--- config.mk ---
export PLATFORM = sky130hd
export DESIGN_NAME = pipe_ctrl_flat
export DESIGN_NICKNAME = d
export VERILOG_FILES = /design/src/rtl/pipe_ctrl_pkg.sv /design/src/rtl/pipe_ctrl_if.sv /design/src/rtl/pipe_ctrl_hazard_detect.sv /design/src/rtl/pipe_ctrl.sv /design/src/flat_wrapper.sv
export SDC_FILE = /design/constraint.sdc
export NUM_CORES = 1
export LEC_CHECK = 0
export ABC_AREA = 0
export CAP_MARGIN = 20
export CORE_ASPECT_RATIO = 0.9
export CORE_MARGIN = 1.5
export CORE_UTILIZATION = 40
export CTS_CLUSTER_DIAMETER = 200
export DETAILED_ROUTE_END_ITERATION = 8
export PLACE_DENSITY = 0.8
export SYNTH_ARGS = -nofsm -noshare
export SYNTH_HDL_FRONTEND = slang
export SYNTH_HIERARCHICAL = 1
export SYNTH_SLANG_ARGS = --single-unit
export TNS_END_PERCENT = 30
--- constraint.sdc ---
create_clock -name clk_i -period 2.04 [get_ports clk_i]
set_input_delay 0.306 -clock clk_i [delete_from_list [all_inputs] [get_ports clk_i]]
set_output_delay 0.306 -clock clk_i [all_outputs]
set_load 0.05 [all_outputs]
--- src/rtl/pipe_ctrl_pkg.sv ---
// Shared types and constants for the pipeline stall/flush sequencer.
package pipe_ctrl_pkg;

  localparam int REG_AW     = 5;
  localparam int WAIT_CNT_W = 8;

  typedef enum logic [1:0] {
    RUN  = 2'd0,
    WAIT = 2'd1,
    DONE = 2'd2
  } state_t;

endpackage

--- src/rtl/pipe_ctrl_if.sv ---
// Request/acknowledge link between the sequencer and the data memory.
interface pipe_ctrl_if;

  logic        dmem_req;
  logic        dmem_ack;
  logic [31:0] dmem_rdata;

  modport master (
    output dmem_req,
    input  dmem_ack,
    input  dmem_rdata
  );

  modport slave (
    input  dmem_req,
    output dmem_ack,
    output dmem_rdata
  );

endinterface

--- src/rtl/pipe_ctrl_hazard_detect.sv ---
// Load-use compare between the load in ID/EX and the sources in IF/ID.
module hazard_detect
  import pipe_ctrl_pkg::*;
(
  input  logic              memread_i,
  input  logic [REG_AW-1:0] rd_i,
  input  logic [REG_AW-1:0] rs1_i,
  input  logic [REG_AW-1:0] rs2_i,
  output logic              load_use_o
);

  // x0 is never written, so a load targeting it cannot create a hazard.
  assign load_use_o = memread_i && (rd_i != '0) &&
                      ((rd_i == rs1_i) || (rd_i == rs2_i));

endmodule

--- src/rtl/pipe_ctrl.sv ---
// Stall/flush sequencer: memory handshake FSM, hazard priority, counters.
module pipe_ctrl
  import pipe_ctrl_pkg::*;
#(
  parameter int CNT_W       = 16,
  parameter int MEM_TIMEOUT = 255
) (
  input  logic              clk_i,
  input  logic              rst_i,
  input  logic              idex_memread_i,
  input  logic [REG_AW-1:0] idex_rd_i,
  input  logic [REG_AW-1:0] ifid_rs1_i,
  input  logic [REG_AW-1:0] ifid_rs2_i,
  input  logic              branch_taken_i,
  input  logic              exmem_mem_i,
  pipe_ctrl_if.master       dmem,
  output logic [31:0]       mem_rdata_o,
  output logic              pc_we_o,
  output logic              ifid_we_o,
  output logic              idex_we_o,
  output logic              exmem_we_o,
  output logic              memwb_we_o,
  output logic              ifid_flush_o,
  output logic              idex_flush_o,
  output logic              err_o,
  output logic [CNT_W-1:0]  stall_cnt_o,
  output logic [CNT_W-1:0]  flush_cnt_o
);

  localparam logic [WAIT_CNT_W-1:0] WAIT_LAST = WAIT_CNT_W'(MEM_TIMEOUT - 1);

  state_t                 state_q, state_d;
  logic [WAIT_CNT_W-1:0]  wait_cnt_q, wait_cnt_d;
  logic [31:0]            mem_rdata_q, mem_rdata_d;
  logic                   err_q, err_d;
  logic [CNT_W-1:0]       stall_cnt_q, stall_cnt_d;
  logic [CNT_W-1:0]       flush_cnt_q, flush_cnt_d;
  logic                   load_use;

  hazard_detect u_hazard_detect (
    .memread_i  (idex_memread_i),
    .rd_i       (idex_rd_i),
    .rs1_i      (ifid_rs1_i),
    .rs2_i      (ifid_rs2_i),
    .load_use_o (load_use)
  );

  // Request is a pure state decode so reset removes it without a clock edge.
  assign dmem.dmem_req = (state_q == WAIT);
  assign mem_rdata_o   = mem_rdata_q;
  assign err_o         = err_q;
  assign stall_cnt_o   = stall_cnt_q;
  assign flush_cnt_o   = flush_cnt_q;

  // Next state and stage controls; memory stall beats load-use beats branch.
  always_comb begin
    state_d      = state_q;
    wait_cnt_d   = '0;
    mem_rdata_d  = mem_rdata_q;
    err_d        = err_q;
    pc_we_o      = 1'b1;
    ifid_we_o    = 1'b1;
    idex_we_o    = 1'b1;
    exmem_we_o   = 1'b1;
    memwb_we_o   = 1'b1;
    ifid_flush_o = 1'b0;
    idex_flush_o = 1'b0;

    case (state_q)
      RUN: begin
        if (exmem_mem_i) begin
          pc_we_o    = 1'b0;
          ifid_we_o  = 1'b0;
          idex_we_o  = 1'b0;
          exmem_we_o = 1'b0;
          memwb_we_o = 1'b0;
          state_d    = WAIT;
        end else if (load_use) begin
          pc_we_o      = 1'b0;
          ifid_we_o    = 1'b0;
          idex_flush_o = 1'b1;
        end else if (branch_taken_i) begin
          ifid_flush_o = 1'b1;
        end
      end
      WAIT: begin
        pc_we_o    = 1'b0;
        ifid_we_o  = 1'b0;
        idex_we_o  = 1'b0;
        exmem_we_o = 1'b0;
        memwb_we_o = 1'b0;
        wait_cnt_d = wait_cnt_q + WAIT_CNT_W'(1);
        if (dmem.dmem_ack) begin
          mem_rdata_d = dmem.dmem_rdata;
          state_d     = DONE;
        end else if (wait_cnt_q == WAIT_LAST) begin
          mem_rdata_d = '0;
          err_d       = 1'b1;
          state_d     = DONE;
        end
      end
      DONE: begin
        if (load_use) begin
          pc_we_o      = 1'b0;
          ifid_we_o    = 1'b0;
          idex_flush_o = 1'b1;
        end else if (branch_taken_i) begin
          ifid_flush_o = 1'b1;
        end
        state_d = RUN;
      end
      default: state_d = RUN;
    endcase
  end

  // Saturating event counters driven by the enables chosen above.
  always_comb begin
    stall_cnt_d = stall_cnt_q;
    flush_cnt_d = flush_cnt_q;
    if (!pc_we_o && (stall_cnt_q != '1)) stall_cnt_d = stall_cnt_q + CNT_W'(1);
    if (ifid_flush_o && (flush_cnt_q != '1)) flush_cnt_d = flush_cnt_q + CNT_W'(1);
  end

  // State and Moore output registers.
  always_ff @(posedge clk_i or negedge rst_i) begin
    if (!rst_i) begin
      state_q     <= RUN;
      wait_cnt_q  <= '0;
      mem_rdata_q <= '0;
      err_q       <= 1'b0;
      stall_cnt_q <= '0;
      flush_cnt_q <= '0;
    end else begin
      state_q     <= state_d;
      wait_cnt_q  <= wait_cnt_d;
      mem_rdata_q <= mem_rdata_d;
      err_q       <= err_d;
      stall_cnt_q <= stall_cnt_d;
      flush_cnt_q <= flush_cnt_d;
    end
  end

endmodule

--- src/flat_wrapper.sv ---
// flat-port wrapper written by rule: the top's interface ports become plain ports
module pipe_ctrl_flat import pipe_ctrl_pkg::*;
#(
  parameter int CNT_W       = 16,
  parameter int MEM_TIMEOUT = 255
)
  (clk_i, rst_i, idex_memread_i, idex_rd_i, ifid_rs1_i, ifid_rs2_i, branch_taken_i, exmem_mem_i, mem_rdata_o, pc_we_o, ifid_we_o, idex_we_o, exmem_we_o, memwb_we_o, ifid_flush_o, idex_flush_o, err_o, stall_cnt_o, flush_cnt_o, dmem_dmem_req, dmem_dmem_ack, dmem_dmem_rdata);
  pipe_ctrl_if dmem_i ();
  input  logic clk_i;
  input  logic rst_i;
  input  logic idex_memread_i;
  input  logic [REG_AW-1:0] idex_rd_i;
  input  logic [REG_AW-1:0] ifid_rs1_i;
  input  logic [REG_AW-1:0] ifid_rs2_i;
  input  logic branch_taken_i;
  input  logic exmem_mem_i;
  output logic [31:0] mem_rdata_o;
  output logic pc_we_o;
  output logic ifid_we_o;
  output logic idex_we_o;
  output logic exmem_we_o;
  output logic memwb_we_o;
  output logic ifid_flush_o;
  output logic idex_flush_o;
  output logic err_o;
  output logic [CNT_W-1:0] stall_cnt_o;
  output logic [CNT_W-1:0] flush_cnt_o;
  output wire logic [$bits(dmem_i.dmem_req)-1:0] dmem_dmem_req;
  input wire logic [$bits(dmem_i.dmem_ack)-1:0] dmem_dmem_ack;
  input wire logic [$bits(dmem_i.dmem_rdata)-1:0] dmem_dmem_rdata;
  assign dmem_dmem_req = dmem_i.dmem_req;
  assign dmem_i.dmem_ack = dmem_dmem_ack;
  assign dmem_i.dmem_rdata = dmem_dmem_rdata;
  pipe_ctrl #(.CNT_W(CNT_W), .MEM_TIMEOUT(MEM_TIMEOUT)) u_core (.clk_i(clk_i), .rst_i(rst_i), .idex_memread_i(idex_memread_i), .idex_rd_i(idex_rd_i), .ifid_rs1_i(ifid_rs1_i), .ifid_rs2_i(ifid_rs2_i), .branch_taken_i(branch_taken_i), .exmem_mem_i(exmem_mem_i), .dmem(dmem_i), .mem_rdata_o(mem_rdata_o), .pc_we_o(pc_we_o), .ifid_we_o(ifid_we_o), .idex_we_o(idex_we_o), .exmem_we_o(exmem_we_o), .memwb_we_o(memwb_we_o), .ifid_flush_o(ifid_flush_o), .idex_flush_o(idex_flush_o), .err_o(err_o), .stall_cnt_o(stall_cnt_o), .flush_cnt_o(flush_cnt_o));
endmodule
After elaboration in Yosys (flattened, before gate mapping)
Cells that the tools add are included.

cells by class
  add/sub/neg operators = 3
  equality and inequality tests = 9
  mux-type cells = 19
  bitwise operators = 1
  reductions and logical operators = 12

operator list
  operator                                                         count
  32-bit 2-to-1 mux                                                2
  16-bit by 1-bit adder with 16-bit output, second input constant  2
  16-bit != test, second input constant                            2
  5-bit == test                                                    2
  8-bit by 1-bit adder with 8-bit output, second input constant    1
  8-bit == test, second input constant                             1
  1-bit 2-to-1 mux                                                 8
  8-bit 2-to-1 mux                                                 1
  2-bit 2-to-1 mux                                                 3
  1-bit one-hot mux with 2 select lines                            3
  5-bit nonzero test                                               1
  1-bit logical AND                                                4
  2-bit one-hot mux with 2 select lines                            1
  2-bit AND reduction                                              2
  3-bit by 1-bit != test with 1-bit output, second input constant  1
  1-bit one-hot mux with 3 select lines                            1
  3-bit AND reduction                                              1
  2-bit by 1-bit == test with 1-bit output, second input constant  1
  2-bit == test, second input constant                             1
  2-bit zero test                                                  1
  2-bit != test, second input constant                             1
  2-bit nonzero test                                               1
  1-bit zero test                                                  1
  1-bit logical OR                                                 1
  1-bit inverter                                                   1

word-level totals
  bits in registers = 75
  input bits = 53
  output and inout port bits = 73
  word-level logic and storage cells = 50

Depth between registers and ports, before layout
  depth after elaboration = 8
  gate-level depth with buffers = 9
  depth with buffers taken out = 8

Modules after synthesis
The synthesis kept the hierarchy.

by module, submodules not included
  module         instances  cells an instance  area each (µm²)  seq. area each (µm²)
  pipe_ctrl      1          270                3279.4           1876.8
  hazard_detect  1          17                 125.1            0.0

Worst setup path after synthesis
Ideal clock, no wire load.

  path type = reg2out
  start point = reg u_core.state_q[0]
  end point = out pc_we_o
  arrival = 2.529 ns
  data required time = 1.734 ns
  slack = -0.795 ns
  cell stages (with the launch flop) = 5
  buffers on the path = 2
  path through = dfrtp_1 o21bai_1 and2_1 clkbuf_1 buf_4

between the ends
  cells in the longest elaborated chain, start to end = 2
  elaborated cells between the ends (all ways) = 4
  those cells by class = 2 x eq/ne; 1 x mux; 1 x reduce/logical

RTL lines
  item                                         line                RTL
  start, declared                              pipe_ctrl.sv:32     state_t state_q, state_d;
  start signal, assigned                       pipe_ctrl.sv:134    state_q <= state_d;
  2-bit == test, or another cell as far along  -
  1-bit one-hot mux with 3 select lines (*)    -
  end, declared                                flat_wrapper.sv:18  output logic pc_we_o;

Every way passes the cells marked *; elsewhere a longest branch is shown, timed or not.

Final worst setup path
  start point = in idex_rd_i[1]
  end point = out ifid_flush_o

between the ends
  cells in the longest elaborated chain, start to end = 6
  elaborated cells between the ends (all ways) = 9
  those cells by class = 2 x eq/ne; 3 x mux; 4 x reduce/logical

RTL lines
  item                                                   line                                                          RTL
  start, declared                                        flat_wrapper.sv:12                                            input logic [REG_AW-1:0] idex_rd_i;
  5-bit == test or 5-bit nonzero test (tied branches)    pipe_ctrl_hazard_detect.sv:14, pipe_ctrl_hazard_detect.sv:13
  1-bit logical OR or 1-bit logical AND (tied branches)  pipe_ctrl_hazard_detect.sv:14, pipe_ctrl_hazard_detect.sv:13
  1-bit logical AND (*)                                  pipe_ctrl_hazard_detect.sv:13                                 assign load_use_o = memread_i && (rd_i != '0) &&
  named net u_core.load_use                              pipe_ctrl.sv:38                                               logic load_use;
  1-bit 2-to-1 mux (*)                                   pipe_ctrl.sv:78                                               end else if (load_use) begin
  1-bit 2-to-1 mux                                       pipe_ctrl.sv:71                                               if (exmem_mem_i) begin
  1-bit one-hot mux with 2 select lines (*)              pipe_ctrl.sv:69                                               case (state_q)
  end, declared                                          flat_wrapper.sv:23                                            output logic ifid_flush_o;

Mark *: on every way through the listed nets, which the timed path passes. The rest lies on a longest branch.

==> results.md <==
Synthesis:
- The multiplexer fraction of the synthesized cell area is 0.00662.
- A synthesized cell averages roughly 12 um^2.
- The compound-gate portion of the synthesized area was 0.103.
- For this run, the leading register cell type out of synthesis is sky130_fd_sc_hd__dfrtp_1.
- The number of synthesis warnings is 6.
- The portion of the post-synthesis area used by sequential elements is 0.551.
- The xor/xnor cell area share of the yosys netlist is 0.113.
- Of all flip-flops after synthesis, the portion carrying an async set or reset was 1.00.
- The adder-cell share of the synthesized area is 0.0147.
- The synthesized design contains 75 register bits.
- The dominant combinational cell family by area after synthesis is simple AND/OR/NAND/NOR gates.
- In this run, distinct cell masters in the synthesized netlist total 43.
- The simple-gate share of the synthesized area is 0.180.
- Counting every net in the synthesized netlist gives around 340.
- The number of synthesized flops with an enable pin is 0.
- Counting every instance in the synthesized netlist gives 287.
- The synthesized netlist occupies a cell area of about 0.0034 mm^2.

Critical path:
- The cell family contributing the most delay on the critical path is simple AND/OR/NAND/NOR gates.
- At the worst endpoint, the arrival time is about 1900 ps.
- At the worst endpoint, the required time is 1730 ps.
- STA classifies the critical path endpoint as a primary output.
- The kind of start point of the critical path is an input port.
- The worst stage delay on the critical path is about 530 ps.
- The number of buffers and inverters on the critical path is 3.
- The slowest stage of the critical path belongs to the cell sky130_fd_sc_hd__or4b_4.
- The kind of critical path is in -> out.
- The minimum setup slack among reg-to-reg paths is ~90 ps.
- The number of cell instances on the worst register-to-register path is 5.
- The reg-to-reg endpoint is u_core/flush_cnt_o[1].
- The maximum net fanout on the critical path is 3.
- The critical path goes through buf_8 -> or4_4 -> o21ai_2 -> a21oi_2 -> or4b_4 -> clkinvlp_4 -> buf_12.
- The source of the worst register-to-register timing path is u_core/state_q[0].

STA:
- The slew of the pin with the lowest slew margin is between 500 and 600 ps.
- The headroom to the max-slew limit is 0.632.
- Dividing the final minimum period by the clock period gives 1.08.
- The worst hold-check slack is roughly 450 ps.
- The max-slew violation total from the final report is 0.
- Setup repair after global routing could not meet its margin everywhere.
- The clock skew after layout is roughly 14 ps.
- Adding up every negative setup slack in the final design gives -1380 ps.
- The time the final worst path needs with I/O delays and setup is approximately 2200 ps.
- The final hold violation count is 0.
- The number of setup violations in the final report is 17.
- Based on the critical path, the design can be clocked at up to between 0.4 and 0.5 GHz.
- The final critical-path setup slack is -160 ps.

Final layout:
- The total of fill cells in the finished design is 630.
- The sequential cells in the finished layout cover a total of ~0.0019 mm^2.
- The total area of multi-input combinational cells is roughly 0.0016 mm^2.
- Excluding fillers, the count of instances in the completed layout stands at ~540.
- The repair_antennas step left the layout with diodes totalling 0.
- In the final layout, the share of cells above drive strength 1 is 0.235.
- The synthesis-to-layout area growth is 60.3%.
- For this run, the post-layout net count is ~500.

Floorplan:
- The number of top-level pins is between 100 and 150.
- The die covers between 0.009 and 0.01 mm^2.
- Measured along the y axis, the die boundary spans approximately 91 um.
- The initial utilization of the core area, before any placement, comes to 0.418.
- The core footprint is about 0.008 mm^2.
- The floorplan has 31 rows.
- The floorplan step set the die width to 100 um.

Global route:
- In the global route stage, met3 resource usage came out at 0.0519.
- The initial antenna violation count is 0.
- Entering global routing, the biggest net connects 34 pins.
- The global-route wire length before repair is around 15,000 um.
- The met1 track utilization from global routing is 0.264.
- After global routing, the most crowded layer is met2.
- Global routing finished with a remaining overflow of 0.
- The global routing usage summed across all routing layers is 0.209.
- The number of global-route vias before repair is about 3,000.
- The met2 usage in global routing is 0.353.

Detailed routing:
- Using the TritonRoute via totals, the vias-per-cell ratio works out to around 5.3.
- The total number of vias is 2,855.
- The detailed-router iteration count before antenna repair is 5.
- The detailed-route wire length per cell is ~17 um.
- The final routed DRC violation total is 0.
- In this run the remaining antenna-violating nets after routing total 0.
- The number of DRC markers after the initial detailed-route iteration is between 150 and 200.
- Wires add up to around 9200 um.

CTS:
- The clock-pin slew reported for the worst setup and hold paths after clock tree synthesis is 80 ps.
- The clock tree from TritonCTS is built.
- Clock tree synthesis inserted a total of 9 buffers.
- The maximum clock path buffer count is 2.
- The root buffer cell chosen for the clock tree is sky130_fd_sc_hd__clkbuf_8.
- The level count of the clock H-tree is 3.
- The later-pin clock latency in the skew report is around 350 ps.
- The clock sink count is 75.

Placement:
- The number of port buffers is roughly 130.
- Detailed placement finished with a half-perimeter wire length of 6290 um.
- The final RePlAce weighted congestion is approximately 0.77.
- The number of placed instances, taps included, is around 520.

Min path:
- The type of the most critical hold path is in -> async.

Power:
- The worst supply voltage drop on vdd is 0.000999 V.
- The ratio of total power to cell area is roughly 1400 mW/mm^2.
- The analysis attributes to cell leakage a power of about 0.0024 uW.

Job:
- The number of maximum-capacitance constraint violations is 0.

Outcome:
- The final reports fail on negative setup slack.
- The run finished, with violations left.
## state kept, by name (all words and copies together) (netlist names)
register and count:
u_core/err_o 1, u_core/flush_cnt_o 16, u_core/mem_rdata_o 32, u_core/stall_cnt_o 16
u_core/state_q 2, u_core/wait_cnt_q 8
## timing repair
item / in CTS / in global routing
buffers inserted: 4 / 2
hold buffers: 1 / 0
pin swaps: 17 / 14
endpoints found under the setup margin: 36 / 31
resized for setup: 64 / 29
endpoints found under the hold margin: 29 / 0
gates cloned: 0 / 1
## cell usage after synthesis, types with 5 or more instances
cell | n | share of area
sky130_fd_sc_hd__inv_1 | 5 | 0.0055
sky130_fd_sc_hd__a21oi_1 | 5 | 0.0073
sky130_fd_sc_hd__clkbuf_1 | 8 | 0.0088
sky130_fd_sc_hd__nand2_1 | 8 | 0.0088
sky130_fd_sc_hd__xnor2_1 | 9 | 0.023
sky130_fd_sc_hd__nor3_1 | 13 | 0.019
sky130_fd_sc_hd__nand4_1 | 12 | 0.022
sky130_fd_sc_hd__a22o_1 | 32 | 0.082
sky130_fd_sc_hd__nor2_1 | 14 | 0.015
sky130_fd_sc_hd__xor2_1 | 35 | 0.090
sky130_fd_sc_hd__nor4_1 | 6 | 0.011
sky130_fd_sc_hd__nand3_1 | 11 | 0.016
sky130_fd_sc_hd__dfrtp_1 | 75 | 0.55
## logic make-up (layout without fill, tap and decap cells)
group	Yosys count	count (layout)
multiplexers	2	2
flip-flops	75	75
AND/OR/NAND/NOR	98	98
buffers and inverters	20	176
XOR/XNOR	44	44
adder cells (fa/ha/maj)	4	4
AO/OA/AOI/OAI	44	44
## stage by stage
stage               total power, uW  cell area (um^2)  setup slack, ps  utilization
floorplan                      4800              3420             -231            -
global placement               6260              4970             -769        0.610
detailed placement             6330              4970             -839        0.610
CTS                            7650              5260             -171        0.645
global route                   7990              5460             -198        0.670
finish                         7660              5460             -160        0.670
## layout by cell type (no fill, tap or decap), types with 10 or more instances in the layout
cell type and count:
sky130_fd_sc_hd__a22o_1 32, sky130_fd_sc_hd__xor2_1 35, sky130_fd_sc_hd__buf_12 10, sky130_fd_sc_hd__nand4_1 12, sky130_fd_sc_hd__clkdlybuf4s50_1 100, sky130_fd_sc_hd__nand3_1 11, sky130_fd_sc_hd__dfrtp_1 73, sky130_fd_sc_hd__buf_4 22
sky130_fd_sc_hd__nor2_1 13
## where the power goes
part           leakage, uW  total, uW  internal (uW)  switching, uW
Combinational      0.00134       4010           1510           2500
Clock             0.000101       1230            693            541
Sequential        0.000949       2410           1970            438
## layout make-up
cell class,count,share of cell area
Clock buffer,12,0.0248
Clock inverter,4,0.0140
Inverter,5,0.00413
Multi-Input combinational cell,192,0.298
Sequential cell,75,0.344
Tap cell,99,0.0227
Timing Repair Buffer,155,0.292
## layer usage
layer	routed length (um)	vias up
met4	133	0
li1	-	1339
met5	0	-
met2	4730	91
met3	499	12
met1	3840	1413
## worst max-delay path by stage
stage,from,to,slack [ps],depth (start not counted)
floorplan,idex_rd_i[1],u_core/flush_cnt_o[1],-230,7
global placement,idex_rd_i[1],u_core/flush_cnt_o[1],-770,7
detailed placement,idex_rd_i[1],u_core/flush_cnt_o[1],-840,7
CTS,idex_rd_i[1],ifid_flush_o,-170,7
global route,idex_rd_i[1],ifid_flush_o,-200,7
finish,idex_rd_i[1],ifid_flush_o,-160,7
Note: power is estimated with default switching activity, not from simulation.
